`config.mk`:
```
export PLATFORM = sky130hd
export DESIGN_NAME = quad_enc_counter
export DESIGN_NICKNAME = d
export VERILOG_FILES = /design/src/rtl/qdec_pkg.sv /design/src/rtl/qdec_debounce.sv /design/src/rtl/quad_enc_counter.sv
export SDC_FILE = /design/constraint.sdc
export NUM_CORES = 1
export LEC_CHECK = 0
export ABC_CLOCK_PERIOD_IN_PS = 3610
export BUFFER_PORTS_ARGS = -buffer_cell sky130_fd_sc_hd__buf_2
export CORE_ASPECT_RATIO = 0.6
export CORE_UTILIZATION = 50
export CTS_CLUSTER_DIAMETER = 60
export DETAILED_ROUTE_END_ITERATION = 7
export MAX_ROUTING_LAYER = met4
export PLACE_DENSITY = 0.77
export SLEW_MARGIN = 10
export SYNTH_ARGS = -nofsm -noshare
export SYNTH_HDL_FRONTEND = slang
export SYNTH_HIERARCHICAL = 1
export SYNTH_SLANG_ARGS = --single-unit
```
`constraint.sdc`:
```
create_clock -name clkin -period 3.61 [get_ports clkin]
set_clock_uncertainty 0.15 [all_clocks]
set_input_delay 0.1805 -clock clkin [delete_from_list [all_inputs] [get_ports clkin]]
set_output_delay 0.1805 -clock clkin [all_outputs]
set_load 0.01 [all_outputs]
```
`src/rtl/qdec_pkg.sv`:
```
// Shared definitions for the quadrature encoder counter.
//   S00/S10/S11/S01 : Gray phase states, written as {A,B}
//   qdec_mv_e       : decoder classification of one sampled phase transition
//   SEG_HEX/seg_hex : hex digit to seven-segment pattern (bit0 = a ... bit6 = g, active-high)
package qdec_pkg;

   localparam logic [1:0] S00 = 2'b00;
   localparam logic [1:0] S10 = 2'b10;
   localparam logic [1:0] S11 = 2'b11;
   localparam logic [1:0] S01 = 2'b01;

   typedef enum logic [1:0] {
      MV_NONE,
      MV_UP,
      MV_DN,
      MV_BAD
   } qdec_mv_e;

   localparam logic [6:0] SEG_HEX [16] = '{
      7'h3F, 7'h06, 7'h5B, 7'h4F, 7'h66, 7'h6D, 7'h7D, 7'h07,
      7'h7F, 7'h6F, 7'h77, 7'h7C, 7'h39, 7'h5E, 7'h79, 7'h71
   };

   function automatic logic [6:0] seg_hex(input logic [3:0] nibble);
      return SEG_HEX[nibble];
   endfunction

endpackage

```
`src/rtl/qdec_debounce.sv`:
```
// Two-flop synchroniser followed by a level debouncer for one encoder phase.
//   clkin : system clock
//   rst   : asynchronous active-low reset
//   pin_i : raw, asynchronous, bouncy phase input
//   lvl_o : debounced level; changes DEB_CYCLES+2 cycles after a clean pin edge
module qdec_debounce #(
   parameter int DEB_CYCLES = 16
) (
   input  logic clkin,
   input  logic rst,
   input  logic pin_i,
   output logic lvl_o
);

   logic       s1_q;
   logic       s2_q;
   logic       lvl_q;
   logic [7:0] deb_q;

   always_ff @(posedge clkin or negedge rst) begin
      if (!rst) begin
         s1_q  <= 1'b0;
         s2_q  <= 1'b0;
         lvl_q <= 1'b0;
         deb_q <= '0;
      end else begin
         s1_q <= pin_i;
         s2_q <= s1_q;
         if (s2_q == lvl_q) begin
            deb_q <= '0;
         end else if (deb_q == 8'(DEB_CYCLES - 1)) begin
            // DEB_CYCLES consecutive differing samples: accept the new level
            lvl_q <= s2_q;
            deb_q <= '0;
         end else begin
            deb_q <= deb_q + 8'd1;
         end
      end
   end

   assign lvl_o = lvl_q;

endmodule

```
`src/rtl/quad_enc_counter.sv`:
```
// Quadrature encoder front end: debounce, x1/x4 direction decode, up/down
// counter with wrap or saturate, and a scanned hex seven-segment display.
// Optional macro QUAD_ENC_ERR_DET_EN builds the sticky illegal-transition flag;
// without it err is tied low.
//   clkin   : system clock
//   rst     : asynchronous active-low reset
//   Ain/Bin : raw encoder phases
//   A/B     : debounced phases
//   cnt     : counter value
//   dir     : last counted direction (1 = up)
//   step    : one-cycle pulse per count attempt
//   codeout : segments of the active digit, active-high
//   dig_sel : active-low one-hot digit enables
//   err     : sticky illegal-transition flag
//
// Phase state {A,B} | meaning
//   S00             | both low
//   S10             | A high, B low (first up step from S00)
//   S11             | both high
//   S01             | B high, A low (first down step from S00)
module quad_enc_counter
   import qdec_pkg::*;
#(
   parameter  int CNT_W      = 4,
   parameter  int DEB_CYCLES = 16,
   parameter  int MODE_X4    = 0,
   parameter  int WRAP       = 1,
   parameter  int SCAN_DIV   = 4,
   localparam int NDIG       = (CNT_W + 3) / 4
) (
   input  logic             clkin,
   input  logic             rst,
   input  logic             Ain,
   input  logic             Bin,
   output logic             A,
   output logic             B,
   output logic [CNT_W-1:0] cnt,
   output logic             dir,
   output logic             step,
   output logic [6:0]       codeout,
   output logic [NDIG-1:0]  dig_sel,
   output logic             err
);

   localparam int SET_W = $clog2(DEB_CYCLES + 4);
   localparam int SW    = (SCAN_DIV > 1) ? $clog2(SCAN_DIV) : 1;
   localparam int DW    = (NDIG > 1) ? $clog2(NDIG) : 1;

   logic             a_w, b_w;
   logic [1:0]       ab;
   logic [1:0]       prev_q;
   logic [SET_W-1:0] settle_q;
   logic             settled;
   qdec_mv_e         mv;
   logic [CNT_W-1:0] cnt_q, cnt_d;
   logic             dir_q, step_q;
   logic [SW-1:0]    scan_q;
   logic [DW-1:0]    dig_q;
   logic [6:0]       codeout_q;
   logic [NDIG-1:0]  dig_sel_q;
   logic [4*NDIG-1:0] cnt_ext;
   logic [3:0]       nib;

   qdec_debounce #(.DEB_CYCLES(DEB_CYCLES)) u_deb_a (
      .clkin (clkin),
      .rst   (rst),
      .pin_i (Ain),
      .lvl_o (a_w)
   );

   qdec_debounce #(.DEB_CYCLES(DEB_CYCLES)) u_deb_b (
      .clkin (clkin),
      .rst   (rst),
      .pin_i (Bin),
      .lvl_o (b_w)
   );

   assign ab      = {a_w, b_w};
   // Settle window covers the debounce latency so pins already high at reset
   // are absorbed into prev_q instead of being decoded as a transition.
   assign settled = (settle_q == '0);

   always_comb begin
      mv = MV_NONE;
      if (ab != prev_q) begin
         if ((ab ^ prev_q) == 2'b11) begin
            mv = MV_BAD;
         end else if (MODE_X4 != 0) begin
            unique case (prev_q)
               S00:     mv = (ab == S10) ? MV_UP : MV_DN;
               S10:     mv = (ab == S11) ? MV_UP : MV_DN;
               S11:     mv = (ab == S01) ? MV_UP : MV_DN;
               default: mv = (ab == S00) ? MV_UP : MV_DN;
            endcase
         end else if (!prev_q[1] && ab[1]) begin
            mv = ab[0] ? MV_DN : MV_UP;
         end
      end
   end

   always_comb begin
      cnt_d = cnt_q;
      if (mv == MV_UP) begin
         if ((WRAP != 0) || (cnt_q != '1)) cnt_d = cnt_q + 1'b1;
      end else if (mv == MV_DN) begin
         if ((WRAP != 0) || (cnt_q != '0)) cnt_d = cnt_q - 1'b1;
      end
   end

   always_ff @(posedge clkin or negedge rst) begin
      if (!rst) begin
         prev_q   <= S00;
         settle_q <= SET_W'(DEB_CYCLES + 3);
         cnt_q    <= '0;
         dir_q    <= 1'b0;
         step_q   <= 1'b0;
      end else begin
         prev_q <= ab;
         step_q <= 1'b0;
         if (!settled) begin
            settle_q <= settle_q - 1'b1;
         end else if ((mv == MV_UP) || (mv == MV_DN)) begin
            step_q <= 1'b1;
            dir_q  <= (mv == MV_UP);
            cnt_q  <= cnt_d;
         end
      end
   end

`ifdef QUAD_ENC_ERR_DET_EN
   logic err_q;

   always_ff @(posedge clkin or negedge rst) begin
      if (!rst) begin
         err_q <= 1'b0;
      end else if (settled && (mv == MV_BAD)) begin
         err_q <= 1'b1;
      end
   end

   assign err = err_q;
`else
   assign err = 1'b0;
`endif

   always_comb begin
      cnt_ext = '0;
      cnt_ext[CNT_W-1:0] = cnt_q;
      nib = 4'h0;
      for (int i = 0; i < NDIG; i++) begin
         if (dig_q == DW'(i)) nib = cnt_ext[4*i +: 4];
      end
   end

   always_ff @(posedge clkin or negedge rst) begin
      if (!rst) begin
         scan_q    <= SW'(SCAN_DIV - 1);
         dig_q     <= '0;
         codeout_q <= 7'h3F;
         dig_sel_q <= ~NDIG'(1);
      end else begin
         codeout_q <= seg_hex(nib);
         dig_sel_q <= ~(NDIG'(1) << dig_q);
         if (scan_q == '0) begin
            scan_q <= SW'(SCAN_DIV - 1);
            dig_q  <= (dig_q == DW'(NDIG - 1)) ? '0 : dig_q + 1'b1;
         end else begin
            scan_q <= scan_q - 1'b1;
         end
      end
   end

   assign A       = a_w;
   assign B       = b_w;
   assign cnt     = cnt_q;
   assign dir     = dir_q;
   assign step    = step_q;
   assign codeout = codeout_q;
   assign dig_sel = dig_sel_q;

endmodule

```
; ---- Word level (Yosys, flattened, before mapping)
; Memory sizes are Yosys's and may differ from the RTL's. A register that Yosys moved wholly into a read port is not among the register bits.
; Cells that the tools add are included.
[totals]
mem_bits_rw = 0
rom_bits = 112
memories = 1
latchBits = 0
output_inout_bits = 17
inputBits = 4
register_bits = 39
word_cells = 64
[memory_table]
columns = memory, words, word_bits, rd, rd_ports_with_merged_regs, write_ports, line
row1 = (no name shown), 16, 7, 1, 1, 0, qdec_pkg.sv:25  ; return SEG_HEX[nibble];
[op_classes]
bitwise = 5
div = 0
n_eq_ne = 8
shifts = 1
reduce_logical = 11
mul = 0
add_sub_neg = 7
n_lt_le_gt_ge = 0
mux = 15
[ops]
columns = operator, n
row1 = 8-bit 2-to-1 mux, 4
row2 = 8-bit by 1-bit adder with 8-bit output (second input constant), 2
row3 = 8-bit by 4-bit equality test with 1-bit output (second input constant), 2
row4 = 4-bit 2-to-1 mux, 3
row5 = 2-bit 2-to-1 mux, 5
row6 = 2-bit AND reduction, 3
row7 = 5-bit zero test, 1
row8 = 4-bit NOT with 5-bit output, 1
row9 = 5-bit by 1-bit subtractor with 5-bit output (second input constant), 1
row10 = 4-bit by 1-bit adder with 4-bit output (second input constant), 1
row11 = 2-bit equality test (second input constant), 2
row12 = 4-bit by 1-bit subtractor with 4-bit output (second input constant), 1
row13 = 1-bit 2-to-1 mux, 3
row14 = 1-bit NOT, 3
row15 = 3-bit AND reduction, 1
row16 = 1-bit equality test, 2
row17 = 2-bit by 1-bit equality test with 1-bit output (second input constant), 1
row18 = 1-bit zero test, 2
row19 = 2-bit zero test, 1
row20 = 2-bit != test, 1
row21 = 2-bit nonzero test, 1
row22 = 2-bit by 1-bit subtractor with 2-bit output (second input constant), 1
row23 = 2-bit XOR, 1
row24 = 1-bit adder (second input constant), 1
row25 = 3 further kinds, 3

; ---- Logic depth before layout (Yosys ltp)
[logic_depth]
depth_word = 9
depth_mapped = 12
mapped_depth_nobuf = 12

; ---- Cells and area by module
; Netlist, hierarchy kept.
[modules_own_cells]
columns = module, seq_area_each_um2, area_per_inst_um2, cells_per_inst, n_inst
row1 = quad_enc_counter, 511.7, 1136.1, 107, 1
row2 = qdec_debounce, 275.3, 481.7, 43, 2

; ---- Worst setup path before layout
; No wires, ideal clock.
[synth_path]
path_kind = register -> register
startpoint = register u_deb_a.lvl_q (netlist: u_deb_a/lvl_o)
endpoint = register cnt_q[3] (netlist: cnt[3])
t_arrival_ns = 2.219
setup_slack_ns = 1.107
synth_period_minus_slack_ns = 2.503
setup_ns = 0.134
required_time_ns = 3.326
stages_incl_launch_ff = 11
n_path_buf = 0
path_cell_list = dfrtp_1 -> ha_1 -> o21ai_0 -> o211ai_1 -> ha_1 -> inv_1 -> ha_1 -> a21oi_1 -> a21oi_1 -> o21a_4 -> xor2_2
[synth_via]
elab_chain_cells = 7
word_cells_on_any_way = 13
classes_between = 4 x eq/ne / 4 x mux / 1 x bitwise / 4 x reduce/logical
[synth_rtl]
columns = item, line
row1 = from (decl), qdec_debounce.sv:17  ; logic lvl_q;
row2 = from (signal assigned), qdec_debounce.sv:33  ; lvl_q <= s2_q;
row3 = 2-bit XOR or 1-bit logical AND (tied branches), "quad_enc_counter.sv:86, quad_enc_counter.sv:95"
row4 = 2-bit equality test or 2-bit 2-to-1 mux (tied branches), "quad_enc_counter.sv:86, quad_enc_counter.sv:95"
row5 = 2-bit 2-to-1 mux, quad_enc_counter.sv:86  ; if ((ab ^ prev_q) == 2'b11) begin
row6 = 2-bit 2-to-1 mux (*), quad_enc_counter.sv:85  ; if (ab != prev_q) begin
row7 = 2-bit by 1-bit equality test with 1-bit output or 2-bit equality test (tied branches), "quad_enc_counter.sv:103, quad_enc_counter.sv:122, quad_enc_counter.sv:105"
row8 = 2-bit nonzero test (no line) or 1-bit logical OR (tied branches), -
row9 = 3-bit AND reduction (no line), -
row10 = to (signal assigned), quad_enc_counter.sv:125  ; cnt_q <= cnt_d;
row11 = to (decl), quad_enc_counter.sv:55  ; logic [CNT_W-1:0] cnt_q, cnt_d;
; Mark *: on every way between the ends. The rest lies on a longest branch, timed or not.
; A chain may end at the register's enable or synchronous reset.

; ---- Worst setup path in the final report
; Same ends and word-level chain as after synthesis.

==> flow_summary.ini <==
[run_status]
status = finished clean

[grt]
antenna_found_initial = 0
grt_max_degree = 43
grt_util_all_layers_pct = 20.3
grt_pass1_wl_microns = 6380
grt_overflow = 0
grt_pass1_vias = 1346

[detailed_routing]
drc = 0
routed_wl_microns = 3650
viasPerCell = 5.18
drt-initial-drc-count = 46
wl_per_cell_microns = 13.3
vias = 1418
first_pass_iters = 4
ant_nets = 0

[critical_path]
r2r_setup_slack_ns = 0.94
cp-start-kind = flop
crit_buf_inv = 1
critPathKind = reg2reg
cpMostUsedCell = ha_1
worstPathCellList = ha_1 -> o21ai_0 -> o211ai_1 -> ha_1 -> inv_1 -> ha_1 -> a21oi_1 -> a21oi_1 -> o21a_4 -> xor2_2
crit_family = adder cells
worstReg2RegStart = u_deb_a/lvl_o
cpMaxStageDelayCell = dfrtp_1
worst_ep_arrival_time_ns = 2.70
slowest_delay_ns = 0.45
critPathMaxFanout = 6
cp.required_ns = 3.63
cp-end-kind = flop
reg2reg_depth = 10
r2r-end = cnt[3]

[power]
power_density_nw_per_um2 = 354
ir_drop_v = 0.000147
power_leakage_uw = 0.00104

[min_path]
worstHoldStart = u_deb_b/s1_q
hold_class = reg2reg
min_to = u_deb_b/s2_q
whs_path_depth = 0

[logic_synthesis]
synthFlopType = dfrtp_1
ys_types = 43
synth-seq-cells = 42
ys_warn_count = 6
ys_seq_area_share_pct = 50.6
synth_edf_count = 0
syn_area_per_cell_sq_um = 10.9
syn-cell-area_sq_um = 2100
synthCells = 193
synthArstFlopShare_pct = 100

[sta]
setup_violations = 0
min_period_ns = 2.67
drv_slew = 0
timing.final.crit_share_pct = 74.0
setup_tns_ns = 0
final_hold_viol_count = 0
slew_headroom_pct = 39.1
hold_slack_ns = 0.209
tightestPinTransition_ns = 0.914
max_freq_mhz = 374
rsz0062_at_grt = false

[clock_network]
cts_resized = 0
cts_buffers = 5
cts_root_buf = clkbuf_8
clk_latency_ns = 0.30
h-tree-depth = 2
clock_path_buffers = 2
clkSlewWorstSetupHoldPaths_ns = 0.07
cts_tree = built
clock_sinks = 42
post_cts_buffers = 0

[die]
dieHeight_microns = 52.2
die_w_microns = 85.7
io_pins = 21
dieArea_sq_um = 4470
num_rows = 17
start_util_pct = 54.5
core-area_sq_um = 3850

[place]
routabilityCongestion = 0.862
io_buffers = 18
placedInstanceArea_sq_um = 2230
hpwlAfterDp_microns = 2540

[finish]
mostFrequentLayoutCell = dfrtp_1
fill_cells = 311
drive_above_1_share_pct = 22.1
diodes = 0
final_nets = 235
final_cell_mix = dfrtp_1 (33), buf_2 (18), o21ai_0 (17), a21oi_1 (16)
design_area_sq_um = 2350
area.growth.synth_to_final_pct = 11.9

[job]
maxCapViolCount = 0
[logic make-up after synthesis]
logic type / synth area share (%)
buffers and inverters: 4.11
DFF: 50.6
AOI/OAI and AO/OA: 12.8
xor gates and xnor gates: 4.53
and+or+nand+nor: 14.8
adders and majority gates: 9.30
other: 0.179
muxes: 3.69
[per-layer routing]
metal | vias up | part of all wire (%) | track usage [%] | routed length, microns
li1 | 713 | - | - | -
met1 | 679 | 54 | 27.6 | 1980
met2 | 20 | 40 | 27.6 | 1460
met3 | 6 | 3.7 | 6.14 | 134
met4 | 0 | 2.0 | 10.6 | 72
met5 | - | 0 | - | 0
[repair_timing]
action,4_1_cts,5_1_grt
hold buffers,3,0
endpoints found under the setup margin,0,0
hold endpoints to repair,35,0
[metrics by stage]
stage	setup slack (ns)	cells	util (%)	power, uW
after CTS	0.926	274	61.0	846
after floorplan	1.11	194	-	510
after global placement	1.08	263	57.8	524
final	0.937	274	61.0	832
after detailed placement	0.938	263	57.8	525
after global routing	0.776	274	61.0	867
[layout make-up]
cell class | instances | area, sq um | share of cell area [%]
Multi-Input combinational cell | 133 | 955 | 40.7
Sequential cell | 42 | 1060 | 45.2
Inverter | 13 | 48.8 | 2.08
Clock inverter | 1 | 5.00 | 0.213
Clock buffer | 7 | 86.3 | 3.68
Tap cell | 57 | 71.3 | 3.04
Timing Repair Buffer | 21 | 120 | 5.11
[registers in the layout (all words and copies together), names as in the netlist, 2 cells and up]
register       count
u_deb_a/deb_q      8
u_deb_b/deb_q      8
settle_q           5
codeout            7
cnt                4
prev_q             2
[cells in the mapped netlist (all sizes together) (2+ instances only)]
cell type / n / share of area (%)
xor2: 3 / 1.6
or3: 6 / 1.9
a31oi: 2 / 0.60
or3b: 2 / 0.83
mux2: 4 / 2.1
nor2: 17 / 4.1
nand2: 9 / 1.6
inv: 13 / 2.3
o21ai: 19 / 4.9
nand2b: 3 / 0.89
clkbuf: 3 / 0.54
dfstp: 9 / 11
nand4: 2 / 0.60
a311oi: 2 / 0.83
nand3: 7 / 1.7
and2: 2 / 0.60
ha: 14 / 8.3
or4: 2 / 1.1
dfrtp: 33 / 39
nor3: 2 / 0.48
xnor2: 7 / 2.9
a21oi: 16 / 3.8
buf: 3 / 1.3
[power breakdown]
group / switching, uW / internal (uW)
clock: 160 / 154
sequential: 9.38 / 478
combinational: 19.0 / 10.7
[worst max-delay path by stage]
stage	to	cells after the start	start	slack, ns
after global placement	cnt[3]	10	u_deb_a/lvl_o	1.08
final	cnt[3]	10	u_deb_a/lvl_o	0.94
after CTS	cnt[3]	10	u_deb_a/lvl_o	0.93
after detailed placement	cnt[3]	10	u_deb_a/lvl_o	0.94
after floorplan	cnt[3]	10	u_deb_a/lvl_o	1.11
after global routing	cnt[3]	10	u_deb_a/lvl_o	0.78
Note: power is estimated with default switching activity, not from simulation.
